$ cat src/rtl/hazard_sb_ctrl.sv
// Pipeline hazard controller: operand forwarding select, load-use and multi-cycle scoreboard
// stalls, branch redirect/flush, and saturating stall/flush performance counters.
module hazard_sb_ctrl #(
    parameter int NUM_RPORTS    = 3,
    parameter int NUM_FWD_STG   = 4,
    parameter int NUM_PIPE_REGS = 6,
    parameter int PC_W          = 32,
    parameter int CNT_W         = 32,
    localparam int FW           = $clog2(NUM_FWD_STG + 1)
) (
    input  logic                      i_clk,
    input  logic                      i_resetn,
    input  logic                      i_ex_out_valid,
    input  logic [NUM_RPORTS-1:0]     i_id_ren,
    input  logic [5*NUM_RPORTS-1:0]   i_id_rs,
    input  logic [NUM_FWD_STG-1:0]    i_stg_wen,
    input  logic [5*NUM_FWD_STG-1:0]  i_stg_rd,
    input  logic [NUM_FWD_STG-1:0]    i_stg_rdy,
    input  logic                      i_mc_issue,
    input  logic [4:0]                i_mc_rd,
    input  logic                      i_mc_done,
    input  logic [4:0]                i_mc_done_rd,
    input  logic                      i_id_is_mc,
    input  logic [PC_W-1:0]           i_id_pc,
    input  logic                      i_id_is_branch,
    input  logic                      i_id_branch_bp,
    input  logic [PC_W-1:0]           i_ex_pc,
    input  logic                      i_ex_branch,
    input  logic                      i_ex_branch_bp,
    input  logic [PC_W-1:0]           i_ex_pc_branch,
    output logic [FW*NUM_RPORTS-1:0]  o_fwd_sel,
    output logic                      o_pc_wen,
    output logic                      o_redirect,
    output logic [PC_W-1:0]           o_redirect_pc,
    output logic [NUM_PIPE_REGS-1:0]  o_pipe_wen,
    output logic [NUM_PIPE_REGS-1:0]  o_pipe_flush,
    output logic                      o_id_ex_bp_flush,
    output logic [CNT_W-1:0]          o_stall_cnt,
    output logic [CNT_W-1:0]          o_flush_cnt
);

    typedef enum logic [2:0] {
        C_EX_BUSY,
        C_BP_FAULT,
        C_STALL,
        C_NOT_BR,
        C_RUN
    } ctrl_case_e;

    logic [31:0]            r_sb_busy;
    logic [CNT_W-1:0]       r_stall_cnt;
    logic [CNT_W-1:0]       r_flush_cnt;

    logic [FW*NUM_RPORTS-1:0] w_fwd_sel;
    logic                   w_raw_stall;
    logic                   w_sb_stall;
    logic                   w_mc_busy;
    logic                   w_bp_fault;
    logic                   w_not_branch;
    ctrl_case_e             w_case;
    logic [31:0]            w_sb_next;

    assign w_mc_busy = |r_sb_busy;

    // Youngest matching stage wins; a port with a forwarding hit never waits on the scoreboard.
    always_comb begin : p_fwd
        logic w_hit;
        // NOTE: every variable driven here gets a default first so no path leaves it unassigned (no latch).
        w_fwd_sel   = '0;
        w_raw_stall = 1'b0;
        w_sb_stall  = i_id_is_mc & w_mc_busy;
        for (int p = 0; p < NUM_RPORTS; p++) begin
            w_hit = 1'b0;
            if (i_id_ren[p] && (i_id_rs[5*p +: 5] != 5'd0)) begin
                for (int i = 0; i < NUM_FWD_STG; i++) begin
                    if (!w_hit && i_stg_wen[i] && (i_stg_rd[5*i +: 5] == i_id_rs[5*p +: 5])) begin
                        w_hit                = 1'b1;
                        w_fwd_sel[FW*p +: FW] = FW'(i + 1);
                        if (!i_stg_rdy[i]) begin
                            w_raw_stall = 1'b1;
                        end
                    end
                end
                if (!w_hit && r_sb_busy[i_id_rs[5*p +: 5]]) begin
                    w_sb_stall = 1'b1;
                end
            end
        end
    end

    assign w_bp_fault   = (i_ex_branch != i_ex_branch_bp) |
                          (i_ex_branch & (i_ex_pc_branch != i_id_pc));
    assign w_not_branch = ~i_id_is_branch & i_id_branch_bp;

    always_comb begin
        if (!i_ex_out_valid) begin
            w_case = C_EX_BUSY;
        end else if (w_bp_fault) begin
            w_case = C_BP_FAULT;
        end else if (w_raw_stall || w_sb_stall) begin
            w_case = C_STALL;
        end else if (w_not_branch) begin
            w_case = C_NOT_BR;
        end else begin
            w_case = C_RUN;
        end
    end

    always_comb begin
        o_fwd_sel        = w_fwd_sel;
        o_pc_wen         = 1'b1;
        o_redirect       = 1'b0;
        o_redirect_pc    = '0;
        o_pipe_wen       = '1;
        o_pipe_flush     = '0;
        o_id_ex_bp_flush = 1'b0;
        if (!i_resetn) begin
            o_fwd_sel    = '0;
            o_pc_wen     = 1'b0;
            o_pipe_wen   = '0;
            o_pipe_flush = '1;
        end else begin
            unique case (w_case)
                C_EX_BUSY: begin
                    o_pipe_wen[2:0] = 3'b000;
                    o_pipe_flush[3] = 1'b1;
                    o_pc_wen        = 1'b0;
                end
                C_BP_FAULT: begin
                    o_redirect        = 1'b1;
                    o_redirect_pc     = i_ex_branch ? i_ex_pc_branch : i_ex_pc + PC_W'(4);
                    o_pipe_flush[2:0] = 3'b111;
                end
                C_STALL: begin
                    o_pipe_wen[1:0] = 2'b00;
                    o_pipe_flush[2] = 1'b1;
                    o_pc_wen        = 1'b0;
                end
                C_NOT_BR: begin
                    o_redirect        = 1'b1;
                    o_redirect_pc     = i_id_pc + PC_W'(4);
                    o_pipe_flush[1:0] = 2'b11;
                    o_id_ex_bp_flush  = 1'b1;
                end
                default: ;
            endcase
        end
    end

    // A multi-cycle op killed in EX (busy hold or mispredict) never reaches the scoreboard.
    always_comb begin
        w_sb_next = r_sb_busy;
        if (i_mc_done) begin
            w_sb_next[i_mc_done_rd] = 1'b0;
        end
        // NOTE: set is applied after clear so a same-cycle issue+done on one register leaves it busy.
        if (i_mc_issue && (i_mc_rd != 5'd0) && (w_case != C_EX_BUSY) && (w_case != C_BP_FAULT)) begin
            w_sb_next[i_mc_rd] = 1'b1;
        end
    end

    // NOTE: sequential state uses non-blocking assignments and a synchronous active-low reset.
    always_ff @(posedge i_clk) begin
        if (!i_resetn) begin
            r_sb_busy   <= '0;
            r_stall_cnt <= '0;
            r_flush_cnt <= '0;
        end else begin
            r_sb_busy <= w_sb_next;
            if (((w_case == C_EX_BUSY) || (w_case == C_STALL)) && (r_stall_cnt != '1)) begin
                r_stall_cnt <= r_stall_cnt + CNT_W'(1);
            end
            if (((w_case == C_BP_FAULT) || (w_case == C_NOT_BR)) && (r_flush_cnt != '1)) begin
                r_flush_cnt <= r_flush_cnt + CNT_W'(1);
            end
        end
    end

    assign o_stall_cnt = r_stall_cnt;
    assign o_flush_cnt = r_flush_cnt;

endmodule

$ cat config.mk
export PLATFORM = sky130hd
export DESIGN_NAME = hazard_sb_ctrl
export DESIGN_NICKNAME = d
export VERILOG_FILES = /design/src/rtl/hazard_sb_ctrl.sv
export SDC_FILE = /design/constraint.sdc
export NUM_CORES = 1
export LEC_CHECK = 0
export BUFFER_PORTS_ARGS = -buffer_cell sky130_fd_sc_hd__buf_2
export CAP_MARGIN = 20
export CELL_PAD_IN_SITES_DETAIL_PLACEMENT = 0
export CELL_PAD_IN_SITES_GLOBAL_PLACEMENT = 2
export CORE_AREA = 2 2 187 189
export CTS_CLUSTER_DIAMETER = 30
export DETAILED_ROUTE_END_ITERATION = 12
export DIE_AREA = 0 0 189 191
export MAX_ROUTING_LAYER = met4
export PLACE_DENSITY = 0.77
export SLEW_MARGIN = 25
export SYNTH_ARGS = -nofsm -noshare
export SYNTH_HDL_FRONTEND = slang
export SYNTH_SLANG_ARGS = --single-unit
$ cat constraint.sdc
create_clock -name i_clk -period 2.66 [get_ports i_clk]
set_input_delay 0.266 -clock i_clk [delete_from_list [all_inputs] [get_ports i_clk]]
set_output_delay 0.266 -clock i_clk [all_outputs]
set_load 0.05 [all_outputs]
# After elaboration in Yosys (flattened, before gate mapping)
# Index checks and enable logic that the tools add are counted.
# totals
ff_bits	96
inputBits	162
# classes
add_sub_neg	4
magnitude_cmp	7
eq_ne	20
n_mux	107
bitwise	8
reduce_logical	59
# ops
cell	n
$mux W32	4
$mux W1	74
$add A32 B1 Y32 const B	2
$add A32 B3 Y32 const B	2
$ne A32 B32 Y1 const B	2
$pmux W32 S2	1
$eq A5 B5 Y1	12
$mux W3	18
$logic_and A1 B1 Y1	34
$and A32 B32 Y32	1
$ne A32 B32 Y1	1
$not A32 Y32	1
$or A32 B32 Y32	1
$reduce_or A32 Y1	1
$lt A5 B6 Y1 const B	5
$reduce_bool A5 Y1	4
$bmux W1 S5	3
$logic_not A1 Y1	12
$demux W1 S5	2
$ge A5 B1 Y1 const B	2
$mux W9	1
$eq A3 B2 Y1 const B	2
$mux W2	3
$reduce_or A2 Y1	3
10 further kinds	14

# Longest topological paths before layout
# Gate-level depths: netlist of the first run.
# depth
ltp_word	45
mapped_depth	13

# Least setup slack after synthesis of the first run
# OpenSTA, ideal clock, no wires.
# synth_path
path_kind	input to output
start	in i_id_rs[6]
end	out o_redirect_pc[0]
arrival_ns	3.691
required_ns	2.394
setup_slack_ns	-1.297
path_stages	9
n_path_buf	2
path_cell_list	buf_2 buf_6 mux4_2 inv_1 a222oi_1 o311ai_0 nand3_2 nor3_1 a22o_1
# synth_between
elab_chain_cells	35
word_cells_on_any_way	57
classes_between	eq/ne: 6; mux: 36; reduce/logical: 15
# synth_rtl
item	line_no	text
start: declaration	15	input logic [5*NUM_RPORTS-1:0] i_id_rs,
$eq A5 B5 Y1	76	if (!w_hit && i_stg_wen[i] && (i_stg_rd[5*i +: 5] == i_id_rs[5*p +: 5])) begin
$logic_and A1 B1 Y1	76	
$mux W1	76	
$mux W1	74	if (i_id_ren[p] && (i_id_rs[5*p +: 5] != 5'd0)) begin
$logic_not A1 Y1	76	
$logic_and A1 B1 Y1 (2 in a row)	76	
$mux W1	76	
$mux W1	74	
(+18 left out)	-	
$mux W1	74	
$logic_or A1 B1 Y1 *	100	end else if (w_raw_stall || w_sb_stall) begin
$mux W3 *	100	
$mux W3 *	98	end else if (w_bp_fault) begin
$mux W3 *	96	if (!i_ex_out_valid) begin
$eq A3 B2 Y1 / $eq A3 B1 Y1 (equally long branches)	123	unique case (w_case)
$pmux W32 S2 *	123	
$mux W32 *	117	if (!i_resetn) begin
end: declaration	34	output logic [PC_W-1:0] o_redirect_pc,
# Every way passes the cells marked *; elsewhere a longest branch is shown, timed or not. The select of a mux whose other input is x is not followed.

# Worst setup path after layout of the first run
# layout_path
start	reg r_sb_busy[13]
end	out o_redirect_pc[22]
# layout_between
elab_chain_cells	16
word_cells_on_any_way	25
classes_between	eq/ne: 2; mux: 17; bitwise: 1; reduce/logical: 5
# layout_rtl
item	line_no	text
start: declaration	50	logic [31:0] r_sb_busy;
start signal: assignment	169	r_sb_busy <= w_sb_next;
$bmux W1 S5	84	if (!w_hit && r_sb_busy[i_id_rs[5*p +: 5]]) begin
$mux W1 (implied by the code)	84	
$logic_and A1 B1 Y1	84	
$mux W1	84	
$mux W1	74	
$mux W1	84	
$mux W1	74	
$mux W1	84	
$mux W1 *	74	
$logic_or A1 B1 Y1 *	100	
$mux W3 *	100	
$mux W3 *	98	
$mux W3 *	96	
$eq A3 B2 Y1 / $eq A3 B1 Y1 (equally long branches)	123	
$pmux W32 S2 *	123	
$mux W32 *	117	
# Marks and branches as above.

==> flow_metrics.py, run 1 <==
metrics = {
    "status": {
        "status": "finished with violations",
        "violations": "setup timing",
    },
    "global_routing": {
        "grt-ovfl-total": 0,
        "first_global_vias": 10215,
        "grt.total_usage": 0.216,
        "grt_pass1_wl_um": 58800,
        "antenna_found_initial": 2,
        "grt_max_degree": 69,
    },
    "hold_path": {
        "hp-class": "in -> reg",
    },
    "pwr": {
        "ir_worst_vdd_uv": 240,
        "pwr-share-seq": 0.358,
        "swShare": 0.334,
        "combPwrFrac": 0.342,
        "p_sw_uw": 1350,
        "intPower_uw": 2700,
        "clkPwrFrac": 0.299,
        "p_leak_uw": 0.00592,
        "p_per_area_nw_per_um2": 288,
    },
    "place": {
        "dpl.hpwl_um": 31300,
        "port_buffers": 281,
        "dpl.cell_count": 2053,
        "routabilityCongestion": 0.979,
    },
    "logic_synthesis": {
        "yosys.area_share.xor_xnor": 0.162,
        "yosys.area.top_type": "dfxtp_1",
        "ys_seq_area_frac": 0.219,
        "async_reset_ff_frac": 0,
        "synthSimpleGateAreaFrac": 0.307,
        "synth.area.top_cells": "dfxtp_1 (22%), xnor2_1 (9.3%), xor2_1 (7.0%)",
        "synth_compound_area_frac": 0.160,
        "synth_most_common_cell": "nand2_1",
        "syn_area_um2": 8790,
        "ys_ff_latch": 96,
        "synth_adder_area_share": 0.00569,
        "synth.distinct_cells": 76,
        "synth_ff_type": "dfxtp_1",
        "syn_nets": 1310,
        "synth_edf_count": 0,
        "yosys_warnings": 0,
        "synthMuxAreaShare": 0.0934,
        "synthCells": 1144,
        "synth_commonest_cells": "nand2_1 (138), o21ai_0 (108), dfxtp_1 (96)",
        "avgSynthCellArea_um2": 7.68,
        "yosysTopAreaCellShare": 0.219,
        "synth_top_family_by_area": "simple AND/OR/NAND/NOR gates",
    },
    "critical_path": {
        "cp_cell_sequence": "mux4_2 -> or4b_4 -> o311ai_4 -> nor4_2 -> a22oi_2 -> nand2_2 -> nor2_4 -> nand4_1 -> buf_6 -> clkbuf_16 -> o21ai_4 -> buf_6",
        "end_kind": "output port",
        "cp_common_cell": "buf_6",
        "crit_slowest_cell": "or4b_4",
        "path_class": "reg -> out",
        "worst_ep_arrival_time_ps": 3110,
        "cp-start-kind": "register",
        "slowest_delay_ps": 520,
        "path_max_fanout": 9,
        "worst_ep_required_time_ps": 2390,
    },
    "cts": {
        "cts_buffers": 9,
        "tritoncts": "done",
        "cts.sinks": 96,
        "cts_max_level": 3,
        "cts_max_path_buffers": 2,
        "root_buffer": "clkbuf_16",
        "clock_latency_ps": 360,
        "clkTransAtPathRegs_ps": 60,
    },
    "sta": {
        "skew_ps": 9.13,
        "relSlewSlack": 0.470,
        "hold_violations": 0,
        "rsz0062_at_grt": "yes",
        "finalMaxSlewViolations": 0,
        "fin_crit_ps": 3370,
        "setup_violations": 104,
        "setup_slack_ps": -714,
        "fmax_mhz": 296,
        "worstMarginPinSlew_ps": 795,
        "timing.hold.ws_ps": 209,
        "finalCritPeriodShare": 1.27,
    },
    "layout": {
        "fin_nets": 1795,
        "fin_cells": 2091,
        "syn_to_final_growth_pct": 59.9,
        "final_core_util": 0.412,
        "drive_gt1_frac": 0.443,
    },
    "drt": {
        "viasPerCell": 4.97,
        "routed_wl_um": 39000,
        "drc": 0,
        "firstDrtPassIters": 5,
        "ant_nets": 0,
        "routedWlPerCell_um": 18.7,
        "via_count": 10390,
        "drtIter0Drc": 474,
    },
    "floorplan": {
        "die_h_um": 191,
        "core_um2": 34100,
        "ios": 282,
        "dieArea_um2": 36100,
        "initial_core_util": 0.258,
        "dieWidth_um": 189,
        "rows": 68,
    },
    "run": {
        "cap_violations": 0,
    },
}
area by class of cell:
class	count	area [µm²]
fillers	3514	20100
diodes	3	7.51
well taps	455	569
flip-flops and latches	96	1970
repair buffers	539	3930
clock inverters	1	5.00
inverters	31	119
clock buffers	14	254
multi-input cells	952	7210
layout by cell type, fill, tap and decap left out, types with 19 or more instances in the layout:
cell,netlist,layout
buf_2,12,241
buf_4,13,227
nand2_1,138,133
xnor2_1,93,91
dfxtp_1,96,74
o21ai_0,108,73
xor2_1,70,70
nor2_1,65,60
nand3_1,55,48
buf_6,5,45
nand4_1,43,43
and3_1,33,31
mux2i_1,31,31
inv_1,31,29
o21ai_4,1,29
o21a_1,28,27
a21oi_1,32,26
nand2b_1,25,25
mux4_2,19,19
kinds of logic (layout without fill, tap and decap cells):
group           after synthesis  count (layout)
simple gates                504             505
compound gates              223             224
xor+xnor                    163             163
buf+inv                      98             585
flops                        96              96
mux                          56              56
fa+ha+maj                     4               4
other cells                   0               3
metrics by stage:
step | total power [µW] | TNS (ps) | instance area [µm²] | worst slack (ps)
5_1_grt | 4260 | -60080 | 14100 | -862
6_report | 4050 | -46590 | 14100 | -714
4_1_cts | 4070 | -48470 | 13700 | -668
3_5_place_dp | 2750 | -53640 | 12900 | -636
3_3_place_gp | 2750 | -54250 | 12900 | -593
2_1_floorplan | 2180 | -13680 | 9470 | -340
critical path: cells and delay by family (launching register included):
family                 cells  cell delay, ps
muxes                      1             460
and+or+nand+nor            5             950
AOI/OAI and AO/OA          3             420
buffers and inverters      3             570
DFF                        1             340
worst paths after layout:
| kind | from | endpoint | slack (ps) | cells after the start |
|---|---|---|---|---|
| worst max-delay path | r_sb_busy[13]$_SDFF_PN0_ | o_redirect_pc[22] | -710 | 12 |
| worst min-delay path | i_mc_rd[0] | r_sb_busy[11]$_SDFF_PN0_ | 210 | 3 |
| worst max register to register | r_sb_busy[13]$_SDFF_PN0_ | o_flush_cnt[8]$_SDFFE_PN0P_ | -460 | 13 |
| worst min register to register | o_stall_cnt[4]$_SDFFE_PN0P_ | o_stall_cnt[4]$_SDFFE_PN0P_ | 480 | 2 |
registers in the layout (all words and copies together), names as in the netlist:
register / count
o_flush_cnt: 32
o_stall_cnt: 32
r_sb_busy: 32
what timing repair did:
action | in CTS | in global routing
hold buffers | 0 | 0
buffers inserted | 11 | 8
pin swaps | 7 | 22
endpoints found under the setup margin | 104 | 111
gates resized for setup | 115 | 46
gates cloned | 3 | 2
metal layers:
layer	routed length, µm	share of wire	global-route usage	vias to the layer above
met4	1420	0.036	0.0835	0
met3	2490	0.064	0.0426	58
met1	16800	0.43	0.261	4887
met5	0	0	-	-
li1	-	-	-	5096
met2	18300	0.47	0.355	349
power by group through the flow:
| stage | Clock, µW | Combinational, µW | Sequential [µW] |
|---|---|---|---|
| global route | 1320 | 1490 | 1450 |
| floorplan | 0 | 669 | 1510 |
| detailed placement | 0 | 1270 | 1480 |
| CTS | 1250 | 1370 | 1450 |
| global placement | 0 | 1270 | 1480 |
| finish | 1210 | 1390 | 1450 |
(Power assumes the default switching activity.)
==> run 2, diff against run 1 <==
ABC_AREA = 1   (was unset)
CORE_AREA = 2 2 209 211   (was 2 2 187 189)
DIE_AREA = 0 0 211 213   (was 0 0 189 191)
==> flow_metrics.py, run 2 <==
metrics = {
    "layout": {
        "fin_cells": 2810,
        "final_cell_mix": "nand2_1 (447), buf_2 (240), buf_4 (201), nor2_1 (175), nand3_1 (142)",
        "fin_nets": 2412,
        "drive_gt1_frac": 0.311,
        "design_area_um2": 15300,
        "syn_to_final_growth_pct": 45.1,
        "final_common_cell": "nand2_1",
    },
    "cts": {
        "root_buffer": "clkbuf_16",
        "hold_buffers": 0,
        "cts_max_path_buffers": 2,
        "cts.sinks": 96,
        "clkTransAtPathRegs_ps": 70,
        "cts_max_level": 3,
        "cts_buffers": 9,
        "clock_latency_ps": 380,
        "tritoncts": "done",
    },
    "sta": {
        "fin_crit_ps": 2980,
        "setup_slack_ps": -316,
        "finalCritPeriodShare": 1.12,
        "rsz0062_at_grt": "yes",
        "finalMaxSlewViolations": 0,
        "hold_violations": 0,
        "skew_ps": 13.0,
        "relSlewSlack": 0.591,
        "worstMarginPinSlew_ps": 609,
        "fmax_mhz": 336,
        "setup_violations": 68,
    },
    "floorplan": {
        "rows": 76,
        "die_h_um": 213,
        "dieWidth_um": 211,
        "dieArea_um2": 44900,
        "initial_core_util": 0.247,
        "core_um2": 42700,
        "ios": 282,
    },
    "status": {
        "status": "finished with violations",
        "violations": "setup timing",
    },
    "pwr": {
        "p_sw_uw": 1740,
        "ir_worst_vdd_uv": 281,
        "p_per_area_nw_per_um2": 298,
        "pwr-share-seq": 0.320,
        "p_leak_uw": 0.00675,
        "combPwrFrac": 0.366,
        "swShare": 0.384,
        "intPower_uw": 2800,
        "clkPwrFrac": 0.314,
    },
    "logic_synthesis": {
        "ys_seq_area_frac": 0.182,
        "syn_area_um2": 10500,
        "synth.area.top_cells": "dfxtp_1 (18%), nand2_1 (16%), a21oi_1 (8.3%)",
        "synth_most_common_cell": "nand2_1",
        "syn_nets": 1970,
        "avgSynthCellArea_um2": 5.84,
        "synth_ff_type": "dfxtp_1",
        "yosys.area.top_type": "dfxtp_1",
        "yosys_warnings": 0,
        "synth.distinct_cells": 50,
        "ys_ff_latch": 96,
        "yosysTopAreaCellShare": 0.182,
        "async_reset_ff_frac": 0,
        "synthCells": 1804,
        "synth_commonest_cells": "nand2_1 (456), nor2_1 (179), a21oi_1 (174)",
        "synth_edf_count": 0,
    },
    "global_routing": {
        "grt_busiest_layer": "met2",
        "antenna_found_initial": 13,
        "use_met1": 0.311,
        "grt.total_usage": 0.247,
        "met3_usage": 0.0393,
        "grt_max_degree": 44,
        "gr-usage-met2": 0.414,
        "first_global_vias": 13600,
        "grt_pass1_wl_um": 81700,
        "grt-ovfl-total": 0,
    },
    "critical_path": {
        "worst_ep_arrival_time_ps": 2710,
        "path_max_fanout": 7,
        "cp-start-kind": "register",
        "path_class": "reg -> out",
        "worst_ep_required_time_ps": 2390,
        "end_kind": "output port",
    },
    "drt": {
        "routed_wl_um": 55600,
        "viasPerCell": 5.02,
        "drtIter0Drc": 1015,
        "via_count": 14098,
        "routedWlPerCell_um": 19.8,
        "drc": 0,
        "firstDrtPassIters": 8,
        "ant_nets": 0,
    },
    "place": {
        "port_buffers": 281,
        "placed_area_um2": 14100,
        "dpl.cell_count": 2760,
        "routabilityCongestion": 0.962,
        "dpl.hpwl_um": 44800,
    },
    "run": {
        "cap_violations": 0,
    },
    "hold_path": {
        "hp-class": "in -> reg",
    },
}
## run 2: final timing paths
| kind | start | end | slack, ps | cells past startpoint |
|---|---|---|---|---|
| worst min-delay path | i_mc_rd[4] | r_sb_busy[13]$_SDFF_PN0_ | 270 | 4 |
| worst max register to register | r_sb_busy[24]$_SDFF_PN0_ | o_stall_cnt[0]$_SDFFE_PN0P_ | -150 | 20 |
| worst min register to register | r_sb_busy[6]$_SDFF_PN0_ | r_sb_busy[6]$_SDFF_PN0_ | 510 | 2 |
| worst max-delay path | r_sb_busy[24]$_SDFF_PN0_ | o_redirect_pc[14] | -320 | 14 |
## run 2: metrics by stage
step / total power (µW) / setup TNS, ps / worst slack, ps / hold slack [ps] / util
global placement: 2990 / -9920 / -270 / 493 / 0.330
detailed placement: 2980 / -9020 / -263 / 498 / 0.330
CTS: 4540 / -10770 / -324 / 246 / 0.349
finish: 4550 / -10840 / -316 / 274 / 0.358
floorplan: 2300 / 0 / 1.79 / 387 / -
global route: 4770 / -21230 / -466 / 280 / 0.358
## run 2: layout make-up
class / instances / area [µm²]
Inverter: 166 / 642
Fill cell: 4795 / 27400
Timing Repair Buffer: 508 / 3740
Clock inverter: 6 / 76.3
Multi-Input combinational cell: 1465 / 7940
Tap cell: 546 / 683
Antenna cell: 13 / 32.5
Sequential cell: 96 / 1940
Clock buffer: 10 / 229
## run 2: logic make-up after synthesis
kind of cell             synth area share
AND/OR/NAND/NOR                     0.436
AO/OA/AOI/OAI                       0.172
adder cells (fa/ha/maj)           0.00475
flip-flops                          0.182
XOR/XNOR                            0.101
buffers and inverters               0.105
## run 2: per-layer routing
metal  vias up  part of all wire  wire, µm
li1       6920                 -         -
met1      6587              0.44     24300
met2       546              0.48     26600
met3        45             0.066      3690
met4         0             0.018       991
met5         -                 0         0
## run 2: critical path, cell delays in order (launching register included)
cell and delay [ps]:
dfxtp_1 330, nor4_2 300, buf_4 170, nand4_1 100
o21ai_1 160, buf_4 150, nand2_4 50, nor2_4 120
nand3_4 100, clkinv_4 100, buf_12 120, buf_16 120
nand4_1 100, a21oi_2 210, buf_6 190
## run 2: power groups by stage
| stage | clock, µW | sequential [µW] | combinational (µW) |
|---|---|---|---|
| floorplan | 0 | 1510 | 786 |
| global placement | 0 | 1490 | 1500 |
| detailed placement | 0 | 1490 | 1490 |
| CTS | 1490 | 1460 | 1590 |
| global route | 1530 | 1460 | 1790 |
| finish | 1430 | 1460 | 1660 |
## run 2: timing repair
item	4_1_cts	5_1_grt
resized for setup	115	56
setup endpoints to repair	40	72
setup buffers	9	7
pin swaps	23	21
cloned	2	7
